==> config.mk <==
export PLATFORM = sky130hd
export DESIGN_NAME = pipe_flow_ctrl
export DESIGN_NICKNAME = d
export VERILOG_FILES = /design/src/rtl/pipe_ctrl_pkg.sv /design/src/rtl/mc_tracker.sv /design/src/rtl/pipe_flow_ctrl.sv
export SDC_FILE = /design/constraint.sdc
export NUM_CORES = 1
export LEC_CHECK = 0
export ABC_CLOCK_PERIOD_IN_PS = 2000
export CORE_UTILIZATION = 43
export CTS_BUF_LIST = sky130_fd_sc_hd__clkbuf_16
export CTS_CLUSTER_DIAMETER = 100
export DETAILED_ROUTE_END_ITERATION = 6
export GPL_ROUTABILITY_DRIVEN = 0
export GPL_TIMING_DRIVEN = 0
export PLACE_DENSITY = 0.79
export SLEW_MARGIN = 20
export SYNTH_ARGS = -nofsm -noshare
export SYNTH_HDL_FRONTEND = slang
export SYNTH_SLANG_ARGS = --single-unit
==> constraint.sdc <==
create_clock -name clk -period 2 [get_ports clk]
set_input_delay 0.2 -clock clk [delete_from_list [all_inputs] [get_ports clk]]
set_output_delay 0.2 -clock clk [all_outputs]
set_load 0.005 [all_outputs]
==> src/rtl/pipe_ctrl_pkg.sv <==
// Shared types and constants for the pipeline flow controller.
package pipe_ctrl_pkg;

  localparam int unsigned STG_IF  = 0;
  localparam int unsigned STG_ID  = 1;
  localparam int unsigned STG_EXE = 2;
  localparam int unsigned STG_MEM = 3;
  localparam int unsigned STG_WB  = 4;

  // Widest pipeline supported; the top trims commands to NUM_PREGS.
  localparam int unsigned PREG_MAX = 8;

  typedef enum logic {
    RUN  = 1'b0,
    BUSY = 1'b1
  } mc_state_e;

  typedef struct packed {
    logic                pc_en;
    logic [PREG_MAX-1:0] en;
    logic [PREG_MAX-1:0] clr;
  } flow_cmd_t;

  // Mask with the n lowest register bits set (registers 0..n-1).
  function automatic logic [PREG_MAX-1:0] low_mask(input int unsigned n);
    return PREG_MAX'((64'd1 << n) - 64'd1);
  endfunction

endpackage

==> src/rtl/mc_tracker.sv <==
// Multi-cycle op occupancy tracker: RUN/BUSY FSM with a down-counter
// that keeps EXE occupied for LATENCY cycles in total.
module mc_tracker
  import pipe_ctrl_pkg::*;
#(
  parameter int unsigned LATENCY = 34
) (
  input  logic clk,
  input  logic reset,
  input  logic start,
  input  logic kill,
  input  logic hold,
  output logic busy,
  output logic releasing
);

  localparam int unsigned CW    = (LATENCY > 2) ? $clog2(LATENCY - 1) : 1;
  localparam logic        MULTI = 1'(LATENCY > 1);
  localparam logic [CW-1:0] LOAD = CW'((LATENCY > 1) ? LATENCY - 2 : 0);

  mc_state_e     state, state_nxt;
  logic [CW-1:0] cnt, cnt_nxt;

  always_ff @(posedge clk) begin
    if (reset) begin
      state <= RUN;
      cnt   <= '0;
    end else begin
      state <= state_nxt;
      cnt   <= cnt_nxt;
    end
  end

  // The counter runs through external stalls; only the release waits for them.
  always_comb begin
    state_nxt = state;
    cnt_nxt   = cnt;
    busy      = 1'b0;
    releasing = 1'b0;
    unique case (state)
      RUN: begin
        busy = start & MULTI;
        if (start && MULTI && !kill && !hold) begin
          state_nxt = BUSY;
          cnt_nxt   = LOAD;
        end
      end
      BUSY: begin
        busy      = 1'b1;
        releasing = (cnt == '0) && !hold;
        if (kill) begin
          state_nxt = RUN;
          cnt_nxt   = '0;
        end else if (cnt != '0) begin
          cnt_nxt = cnt - CW'(1);
        end else if (!hold) begin
          state_nxt = RUN;
        end
      end
      default: begin
        state_nxt = RUN;
        cnt_nxt   = '0;
      end
    endcase
  end

endmodule

==> src/rtl/pipe_flow_ctrl.sv <==
// Pipeline flow controller: hazard stalls, multi-cycle op hold, redirect/trap
// flush and a saturating stall-cycle counter. Enables/clears are combinational.
module pipe_flow_ctrl
  import pipe_ctrl_pkg::*;
#(
  parameter int unsigned NUM_PREGS     = STG_WB,
  parameter int unsigned RESOLVE_STAGE = STG_MEM,
  parameter int unsigned MC_LATENCY    = 34,
  parameter int unsigned REG_AW        = 5,
  parameter int unsigned CNT_W         = 32
) (
  input  logic                 clk,
  input  logic                 reset,
  input  logic [REG_AW-1:0]    rs1_id,
  input  logic [REG_AW-1:0]    rs2_id,
  input  logic                 use_rs1_id,
  input  logic                 use_rs2_id,
  input  logic [REG_AW-1:0]    rd_exe,
  input  logic                 mem_read_exe,
  input  logic                 csr_exe,
  input  logic                 mc_start_exe,
  input  logic                 redirect_mem,
  input  logic                 trap_req,
  input  logic                 ext_stall,
  output logic                 pc_en,
  output logic [NUM_PREGS-1:0] preg_en,
  output logic [NUM_PREGS-1:0] preg_clr,
  output logic                 mc_busy,
  output logic                 trap_ack,
  output logic [CNT_W-1:0]     stall_cnt
);

  localparam logic [PREG_MAX-1:0] FLUSH_MASK = low_mask(RESOLVE_STAGE);

  flow_cmd_t cmd;
  logic      kill;
  logic      load_use;
  logic      mc_req;
  logic      mc_rel;
  logic      unused_bits;

  // A redirect or trap only takes effect when the pipe is not frozen.
  assign kill = (trap_req | redirect_mem) & ~ext_stall;

  assign load_use = (mem_read_exe | csr_exe) & (rd_exe != '0) &
                    ((use_rs1_id & (rs1_id == rd_exe)) |
                     (use_rs2_id & (rs2_id == rd_exe)));

  mc_tracker #(
    .LATENCY (MC_LATENCY)
  ) u_mc_tracker (
    .clk       (clk),
    .reset     (reset),
    .start     (mc_start_exe),
    .kill      (kill),
    .hold      (ext_stall),
    .busy      (mc_req),
    .releasing (mc_rel)
  );

  // Priority: reset > ext_stall > trap > redirect > mc stall > load-use.
  always_comb begin
    cmd.pc_en = 1'b1;
    cmd.en    = '1;
    cmd.clr   = '0;
    mc_busy   = 1'b0;
    trap_ack  = 1'b0;
    if (reset) begin
      cmd.pc_en = 1'b0;
      cmd.en    = '0;
      cmd.clr   = '1;
    end else if (ext_stall) begin
      cmd.pc_en = 1'b0;
      cmd.en    = '0;
    end else if (trap_req) begin
      cmd.clr  = FLUSH_MASK;
      trap_ack = 1'b1;
    end else if (redirect_mem) begin
      cmd.clr = FLUSH_MASK;
    end else if (mc_req && !mc_rel) begin
      cmd.pc_en        = 1'b0;
      cmd.en[STG_IF]   = 1'b0;
      cmd.en[STG_ID]   = 1'b0;
      cmd.clr[STG_EXE] = 1'b1;
      mc_busy          = 1'b1;
    end else if (load_use) begin
      cmd.pc_en       = 1'b0;
      cmd.en[STG_IF]  = 1'b0;
      cmd.clr[STG_ID] = 1'b1;
    end
  end

  assign pc_en       = cmd.pc_en;
  assign preg_en     = cmd.en[NUM_PREGS-1:0];
  assign preg_clr    = cmd.clr[NUM_PREGS-1:0];
  assign unused_bits = ^{cmd.en, cmd.clr};

  // Stall-cycle counter, saturating at all-ones.
  always_ff @(posedge clk) begin
    if (reset) begin
      stall_cnt <= '0;
    end else if (!pc_en && (stall_cnt != '1)) begin
      stall_cnt <= stall_cnt + CNT_W'(1);
    end
  end

endmodule

# Word level (Yosys, flattened, before mapping)
# Cells that the tools add are included.
[totals]
latch_bits = 0
reg_bits = 39
n_memories = 0
rom_bits = 0
ramBits = 0
wordCells = 69
inputBits = 25
[classes]
n_reduce_logical = 13
shift = 0
bitwise = 10
n_addsub = 2
n_mux = 36
div = 0
eq_ne = 5
order_cmp = 0
mul = 0
[ops]
columns = ["op", "count"]
rows = [
  ["$add 32x1->32 const B", 1],
  ["$ne 32x32->1 const B", 1],
  ["$mux 6", 4],
  ["$mux 1", 22],
  ["$mux 17", 1],
  ["$pmux 6 s2", 1],
  ["$eq 5x5->1", 2],
  ["$mux 2", 4],
  ["$logic_not 6->1", 1],
  ["$mux 3", 2],
  ["$reduce_bool 6->1", 1],
  ["$sub 6x1->6 const B", 1],
  ["$and 1x1->1", 5],
  ["$logic_and 1x1->1", 5],
  ["$reduce_bool 5->1", 1],
  ["$logic_not 1->1", 4],
  ["$pmux 1 s2", 2],
  ["$ne 3x2->1 const B", 1],
  ["$or 1x1->1", 3],
  ["$ne 2x1->1 const B", 1],
  ["$not 1->1", 2],
  ["$reduce_and 2->1", 1],
]

# Depth between registers and ports, before layout
# Gate-level depths: netlist of run 1.
[depth]
word_depth = 12
mapped_depth = 11
mapped_depth_nobuf = 9

# Hierarchy
# A second synthesis of run 1 with hierarchy kept.
[unflattened]
hier_cells = 281
area_unflattened_um2 = 2318.5
[modules_own_cells]
columns = ["mod", "area_each_um2", "instances", "cells_per_inst"]
rows = [
  ["pipe_flow_ctrl", 1853.0, 1, 229],
  ["mc_tracker", 465.4, 1, 52],
]

# Least setup slack after synthesis of run 1
# Ideal clock, no wire load.
[synth_timing]
kind = "flip-flop to flip-flop"
from = "register u_mc_tracker.cnt[0]"
to = "register stall_cnt[19]"
required_ns = 1.929
path_stages_with_launch = 11
synth_period_minus_slack_ns = 2.145
setup_ns = 0.071
t_arrival_ns = 2.075
path_buffers = 1
path_slack_ns = -0.145
path_cell_list = "dfxtp_1 inv_1 ha_1 nand3b_1 o22a_1 a21boi_1 a21boi_4 or2_1 buf_4 or4_1 a21oi_1"
[synth_via]
elab_chain_cells = 12
[synth_lines]
columns = ["element", "line_no", "rtl"]
rows = [
  ["start, declared", "mc_tracker.sv:22", "logic [CW-1:0] cnt, cnt_nxt;"],
  ["start signal, assigned", "mc_tracker.sv:30", "cnt <= cnt_nxt;"],
  ["$logic_not 6->1", "mc_tracker.sv:50", "releasing = (cnt == '0) && !hold;"],
  ["$logic_and 1x1->1", "mc_tracker.sv:50", ""],
  ["$mux 1", "mc_tracker.sv:40", "unique case (state)"],
  ["$logic_not 1->1", "pipe_flow_ctrl.sv:80", "end else if (mc_req && !mc_rel) begin"],
  ["$logic_and 1x1->1", "pipe_flow_ctrl.sv:80", ""],
  ["$mux 1", "pipe_flow_ctrl.sv:80", ""],
  ["$mux 1", "pipe_flow_ctrl.sv:78", "end else if (redirect_mem) begin"],
  ["$mux 1", "pipe_flow_ctrl.sv:75", "end else if (trap_req) begin"],
  ["$mux 1", "pipe_flow_ctrl.sv:72", "end else if (ext_stall) begin"],
  ["$mux 17", "pipe_flow_ctrl.sv:68", "if (reset) begin"],
  ["$logic_not 1->1", "pipe_flow_ctrl.sv:102", "end else if (!pc_en && (stall_cnt != '1)) begin"],
  ["$logic_and 1x1->1", "pipe_flow_ctrl.sv:102", ""],
  ["end signal, assigned", "pipe_flow_ctrl.sv:103", "stall_cnt <= stall_cnt + CNT_W'(1);"],
  ["end, declared", "pipe_flow_ctrl.sv:30", "output logic [CNT_W-1:0] stall_cnt"],
]
# Every way passes these cells.
# A chain may end at the register's enable or synchronous reset.

# Worst setup path after layout of run 1
[layout_timing]
from = "register u_mc_tracker.cnt[0]"
to = "register stall_cnt[12]"
# The elaborated chain is that of the path after synthesis.

==> metrics.txt, run 1 <==
via count normalized by instance count=5.79; half-perimeter wire length of the detailed placement result=4770 um; number of clock sinks=39; clock tree skew after final layout=5.55 ps; area of the core region=5110 um2; width of the chip=74.6 um; minimum hold slack=496 ps; post-synthesis sequential area ratio=34.4%; final cell utilization of the core=73.9%; total routed wirelength=8220 um; insertion delay to the later sink of the worst-skew pair=280 ps; Design Area, Final=3770 um2; placement row count=26; launch instance of the worst register-to-register path=u_mc_tracker.cnt[0]; status=finished with violations; actual transition at the worst max-transition pin=582 ps; largest net degree at the start of global routing=12; number of unique standard cell types used by synthesis=48; WHS Path Cells=1; fill count=355; Critical Path Fanout Max=6; Via Count=2699; terminating pin of the worst hold path=u_mc_tracker.cnt[2]; Overall Global Routing Usage=29.2%; endpoint required time on the critical path=2210 ps; kind of end point of the critical path=register; number of DRC violations after detailed routing=0; final critical-path setup slack=-279 ps; worst supply voltage drop on vdd=0.538 mV; leading register cell type out of synthesis=sky130_fd_sc_hd__dfxtp_1; via count of the first global-routing pass=2563; count of endpoints failing hold in the final timing report=0; max incr delay on CP=480 ps; number of H-tree levels=2; Top-Level Pins=68; Max Cap Viol=0; P_leak=0.00138 uW; Detailed Routing Iterations Pass 1=5; failing checks=setup timing; worst slew margin relative to its limit=61.2%; diodes inserted=0; drt first-iter violations=278; setup_tns=-5450 ps; flip-flop and latch count after synthesis=39; clock-pin transition on the worst setup and hold timing paths=60 ps; post-DR wirelength/cell=17.6 um; clock tree root buffer cell=sky130_fd_sc_hd__clkbuf_16; port buffer count=67; Max Freq=0.439 GHz; area of the die=5570 um2; number of enable flip-flop cells after synthesis=0; number of cell instances on the worst register-to-register path=11; post-cts hold buffer count=0; ys async rst share=0%; cell chain of the critical path=inv_2 -> ha_4 -> nand3b_1 -> o22a_1 -> a21boi_2 -> a21boi_4 -> buf_6 -> or2_4 -> buf_8 -> or4_4 -> a21oi_2; total power draw=1860 uW; slack of the worst reg-to-reg path=-280 ps; Max Root-Sink Buffers=2; Nets=423; startpoint class of the critical path=register; instance count of the mapped netlist=285; global route total overflow=0; CP Data Arrival Time=2490 ps; critical setup path kind=reg -> reg; Post-Syn Area=2270 um2; Slew Viols, Final=0; final clock period utilization by the worst path=114%; beginning of the worst hold path=u_mc_tracker.cnt[2]; share of final-layout standard cells stronger than drive strength 1=30.1%; number of antenna violations at the first check in global routing=0; reg2reg end=stall_cnt[12]; min Tclk post-route=2280 ps; syn avg cell area=7.95 um2; power density relative to cell area=493 nW/um2; Area growth, synth to finish=66.4%; cts bufs inserted=5; clock tree from TritonCTS=built; global-route wire length before repair=12000 um; hold crit path type=reg -> reg; placed cell area=3070 um2; syn nets=313; slowest stage cell on the critical path=sky130_fd_sc_hd__or4_4; antenna-violating nets left=0; RSZ-0062 raised after global routing=yes; initial cell density of the core=44.4%; number of warnings reported in the yosys synthesis log=0; overall die height=74.6 um; total setup violations reported at the end of the flow=32
registers in the layout (all words and copies together), names as in the netlist:
name	flops
u_mc_tracker.state	1
stall_cnt	32
u_mc_tracker.cnt	6
layout make-up:
type / count / area (um2) / share of cell area (%)
Sequential cell: 39 / 805 / 21.3
Tap cell: 70 / 87.6 / 2.32
Timing Repair Buffer: 103 / 991 / 26.3
Multi-Input combinational cell: 224 / 1600 / 42.4
Inverter: 7 / 26.3 / 0.696
Buffer: 15 / 126 / 3.35
Clock buffer: 5 / 125 / 3.32
Clock inverter: 3 / 11.3 / 0.298
through the flow:
step | std cells | setup WS [ps]
after floorplan | 285 | 6.38
after CTS | 455 | -209
after global routing | 466 | -524
final | 466 | -279
after detailed placement | 422 | -965
after global placement | 422 | -946
per-layer routing:
metal	up-vias	track usage [%]	wire, um
met5	-	0	0
met4	0	18.7	348
met1	1233	32.9	3030
li1	1246	-	-
met3	35	6.29	740
met2	185	50.2	4090
cell usage after synthesis (all sizes together) (2+ instances only):
library cell   n  area, um2
nand2         20       75.1
or3            8       55.1
o22ai          2       18.8
nor4           6       43.8
xnor2         26        228
o31ai          4       30.0
or4            6       45.0
nor2          35        131
and3           4       25.0
o21ai         18       90.1
nand4         19        119
buf            9       61.3
clkbuf         6       22.5
nor3          12       60.1
nand3         11       55.1
inv            7       26.3
a21oi         15       75.1
a211oi         2       15.0
o22a           2       17.5
nor2b          4       25.0
a21boi         2       26.3
nand3b         2       15.0
mux2           3       37.5
and2           7       43.8
or2            2       12.5
and4           2       17.5
dfxtp         39        781
ha             3       37.5
kinds of logic after synthesis:
kind of cell	after synthesis	share of synthesized area (%)
AOI/OAI and AO/OA	49	13.7
DFF	39	34.4
and+or+nand+nor	143	33.7
buffers and inverters	22	4.86
muxes	3	1.66
xor gates and xnor gates	26	10.0
adders and majority gates	3	1.66
where the power goes:
group | leakage, uW | internal (uW) | total (uW) | switching, uW
clock | 0.0000701 | 449 | 753 | 305
combinational | 0.000989 | 177 | 312 | 135
sequential | 0.000323 | 787 | 795 | 8.66
total | 0.00138 | 1410 | 1860 | 448
critical path: cells and delay by family (launching register included):
family	cells	cell delay, ps
and+or+nand+nor	3	850
adders and majority gates	1	150
buffers and inverters	3	330
AOI/OAI and AO/OA	4	530
DFF	1	330
cells in the final DEF (no fill, tap or decap), drive strengths merged, types with 7 or more instances in the layout:
master and count:
nand2 20, xnor2 26, dfxtp 39, clkdlybuf4s50 54, or3 8, inv 8
clkbuf 11, nand3 11, nand4 19, nor3 12, o21ai 18, nor2 35
a21oi 15, buf 49, and2 7
repair_timing:
action | 4_1_cts | 5_1_grt
setup buffers | 25 | 12
resized for setup | 69 | 41
pin swaps | 23 | 14
cloned | 2 | 0
setup endpoints to repair | 40 | 39
worst max path at each step:
stage / from / end / slack (ps)
6_report: u_mc_tracker.cnt[0] / stall_cnt[12] / -280
5_1_grt: rs2_id[2] / stall_cnt[13] / -520
4_1_cts: u_mc_tracker.cnt[0] / stall_cnt[12] / -210
3_5_place_dp: rd_exe[1] / preg_en[0] / -960
3_3_place_gp: rd_exe[1] / preg_en[0] / -950
2_1_floorplan: u_mc_tracker.cnt[0] / stall_cnt[12] / 6
Power figures use the tool's default switching activity.
==> run 2: changes to the inputs <==
--- a/config.mk
+++ b/config.mk
@@ -6,12 +6,13 @@
 export NUM_CORES = 1
 export LEC_CHECK = 0
 export ABC_CLOCK_PERIOD_IN_PS = 2000
-export CORE_UTILIZATION = 43
+export CELL_PAD_IN_SITES_DETAIL_PLACEMENT = 1
+export CELL_PAD_IN_SITES_GLOBAL_PLACEMENT = 1
+export CORE_UTILIZATION = 31
 export CTS_BUF_LIST = sky130_fd_sc_hd__clkbuf_16
 export CTS_CLUSTER_DIAMETER = 100
 export DETAILED_ROUTE_END_ITERATION = 6
 export GPL_ROUTABILITY_DRIVEN = 0
-export GPL_TIMING_DRIVEN = 0
 export PLACE_DENSITY = 0.79
 export SLEW_MARGIN = 20
 export SYNTH_ARGS = -nofsm -noshare
==> run 2 against run 1 <==
The run still ends with setup timing left. Clock power grew 22%. Wire length up 41%. Worst setup slack lost 140 ps. Non-clock buffer count up 46. Via count increased by 9.0%. Sequential power about the same. Clock-buffer cell count unchanged. Largest power group is now clock.
==> metrics.txt, run 2 (synthesis gave the netlist of run 1 again) <==
top flop regs=stall_cnt x32, u_mc_tracker.cnt x6, u_mc_tracker.state x1; critical setup path kind=reg -> reg; Nets=469 (+11%); total internal power=1580 uW (+12%); number of antenna violations at the first check in global routing=0 (unchanged); width of the chip=87.5 um (+17%); beginning of the worst hold path=reset; Detailed Routing Iterations Pass 1=4 (-1); drt first-iter violations=78 (-72%); area of the core region=6940 um2 (+36%); kind of end point of the critical path=register; count of buffer and inverter cells on the critical path=3 (unchanged); number of H-tree levels=2 (unchanged); final critical-path setup slack=-419 ps (-141 ps); cts bufs inserted=5 (unchanged); leading cell type in the layout, fill and taps excluded=sky130_fd_sc_hd__buf_4; Max Root-Sink Buffers=2 (unchanged); Top Family by Delay on Critical Path=simple AND/OR/NAND/NOR gates; startpoint class of the critical path=register; endpoint required time on the critical path=2220 ps (about the same); global route total overflow=0 (unchanged); max incr delay on CP=500 ps (+20 ps); cell chain of the critical path=and4_1 -> and3_1 -> nand4_1 -> nor4_4 -> or2_4 -> buf_8 -> buf_6 -> buf_4 -> o21ai_1 -> a21oi_1; fill count=768 (+120%); clock tree root buffer cell=sky130_fd_sc_hd__clkbuf_16; worst supply voltage drop on vdd=0.288 mV (-46%); Slew Viols, Final=0 (unchanged); launch instance of the worst register-to-register path=stall_cnt[4]; worst slew margin relative to its limit=62.1% (+0.90 points); overall die height=87.5 um (+17%); setup_tns=-9840 ps (-4400 ps); diodes inserted=0 (unchanged); CP Data Arrival Time=2640 ps (+150 ps); total routed wirelength=11600 um (+41%); hold crit path type=in -> reg; half-perimeter wire length of the detailed placement result=6110 um (+28%); P_leak=0.00168 uW (+22%); share of final-layout standard cells stronger than drive strength 1=41.6% (+12 points); post-cts hold buffer count=0 (unchanged); insertion delay to the later sink of the worst-skew pair=290 ps (about the same); proportion of power drawn by combinational gates=18.2% (+1.4 points); Net Sw Power=513 uW (+15%); slowest stage cell on the critical path=sky130_fd_sc_hd__nor4_4; status=finished with violations; Max Cap Viol=0 (unchanged); via count normalized by instance count=5.47 (-5.6%); total setup violations reported at the end of the flow=36 (+13%); minimum hold slack=453 ps (-43.4 ps); clock tree from TritonCTS=built; antenna-violating nets left=0 (unchanged); number of clock sinks=39 (unchanged); number of DRC violations after detailed routing=0 (unchanged); clock tree skew after final layout=5.15 ps (-0.397 ps); Overall Global Routing Usage=26.6% (-2.7 points); Critical Path Fanout Max=8 (+2); share of total power in the clock network=44.0% (+3.5 points); area of the die=7660 um2 (+38%); global-route wire length before repair=15500 um (+29%); via count of the first global-routing pass=3105 (+21%); largest net degree at the start of global routing=44 (+32); post-DR wirelength/cell=21.6 um (+22%); count of endpoints failing hold in the final timing report=0 (unchanged); worst setup path start=stall_cnt[4]; min Tclk post-route=2420 ps (+141 ps); power density relative to cell area=481 nW/um2 (-2.4%); Area growth, synth to finish=92.3%; number of flip-flops in the largest register=32 (unchanged); leading cell types in the layout, fill and taps excluded=76 x sky130_fd_sc_hd__buf_4, 53 x sky130_fd_sc_hd__clkdlybuf4s50_1, 30 x sky130_fd_sc_hd__nor2_1; Top-Level Pins=68 (unchanged); Max Freq=0.413 GHz (-5.8%); placement row count=30 (+15%); port buffer count=67 (unchanged); RSZ-0062 raised after global routing=yes; switching share of power=24.5% (+0.37 points); largest register by flop count=stall_cnt; actual transition at the worst max-transition pin=564 ps (-18.7 ps); clock-pin transition on the worst setup and hold timing paths=60 ps (about the same); final clock period utilization by the worst path=121% (+7.0 points); initial cell density of the core=32.6% (-12 points); failing checks=setup timing; register share of total power=37.8% (-4.9 points); Via Count=2942 (+9.0%)
==> run 2: path summary, 6_finish.rpt <==
kind                         endpoint  slack [ps]  cells past startpoint
setup reg to reg        stall_cnt[20]        -420                     10
setup / recovery        stall_cnt[20]        -420                     10
hold reg to reg   u_mc_tracker.cnt[4]         530                      2
hold / removal          stall_cnt[14]         450                      3
==> run 2: timing repair <==
item                                   4_1_cts  5_1_grt
setup buffers                               25       19
resized for setup                           70       64
gates cloned                                 1        1
setup endpoints to repair                   40       39
endpoints found under the hold margin        0        0
pin swaps                                   29       32
==> run 2: layer usage <==
metal	up-vias	share of wire [%]	track usage [%]
met5	-	0	0
met4	0	2.0	12.4
met3	20	6.3	5.40
met2	122	54	50.3
met1	1463	38	28.0
li1	1337	-	-
==> run 2: area by class of cell <==
type	count	area [um2]	area share (%)
well taps	96	120	2.75
clock inverters	3	38.8	0.890
repair buffers	164	1510	34.7
flip-flops and latches	39	798	18.3
multi-input cells	224	1740	39.9
clock buffers	5	125	2.87
inverters	7	26.3	0.603
==> run 2: power groups by stage <==
| stage | combinational, uW | sequential [uW] | clock [uW] |
|---|---|---|---|
| 2_1_floorplan | 107 | 815 | 0 |
| 3_3_place_gp | 254 | 811 | 0 |
| 3_5_place_dp | 261 | 811 | 0 |
| 4_1_cts | 328 | 794 | 916 |
| 5_1_grt | 403 | 794 | 957 |
| 6_report | 383 | 793 | 922 |
==> run 2: worst register-to-register path, delay by kind of cell, from the launching register on <==
family | cells | cell delay [ps]
and+or+nand+nor | 5 | 1410
buffers and inverters | 3 | 380
DFF | 1 | 340
AOI/OAI and AO/OA | 2 | 230
==> run 2: metrics by stage <==
| step | setup WS, ps | util, % | power, uW | cells | instance area (um2) |
|---|---|---|---|---|---|
| 6_report | -419 | 62.8 | 2100 | 538 | 4360 |
| 5_1_grt | -455 | 62.8 | 2150 | 538 | 4360 |
| 4_1_cts | -269 | 57.6 | 2040 | 524 | 4000 |
| 3_5_place_dp | -704 | 49.6 | 1070 | 491 | 3450 |
| 3_3_place_gp | -675 | 49.6 | 1060 | 491 | 3450 |
| 2_1_floorplan | 6.38 | - | 922 | 285 | 2310 |
==> run 3: changes to the inputs <==
--- a/config.mk
+++ b/config.mk
@@ -6,6 +6,7 @@
 export NUM_CORES = 1
 export LEC_CHECK = 0
 export ABC_CLOCK_PERIOD_IN_PS = 2000
+export CAP_MARGIN = 25
 export CELL_PAD_IN_SITES_DETAIL_PLACEMENT = 1
 export CELL_PAD_IN_SITES_GLOBAL_PLACEMENT = 1
 export CORE_UTILIZATION = 31
==> results of run 3 <==
The final DEF is identical to that of run 2; final timing and power are the same.
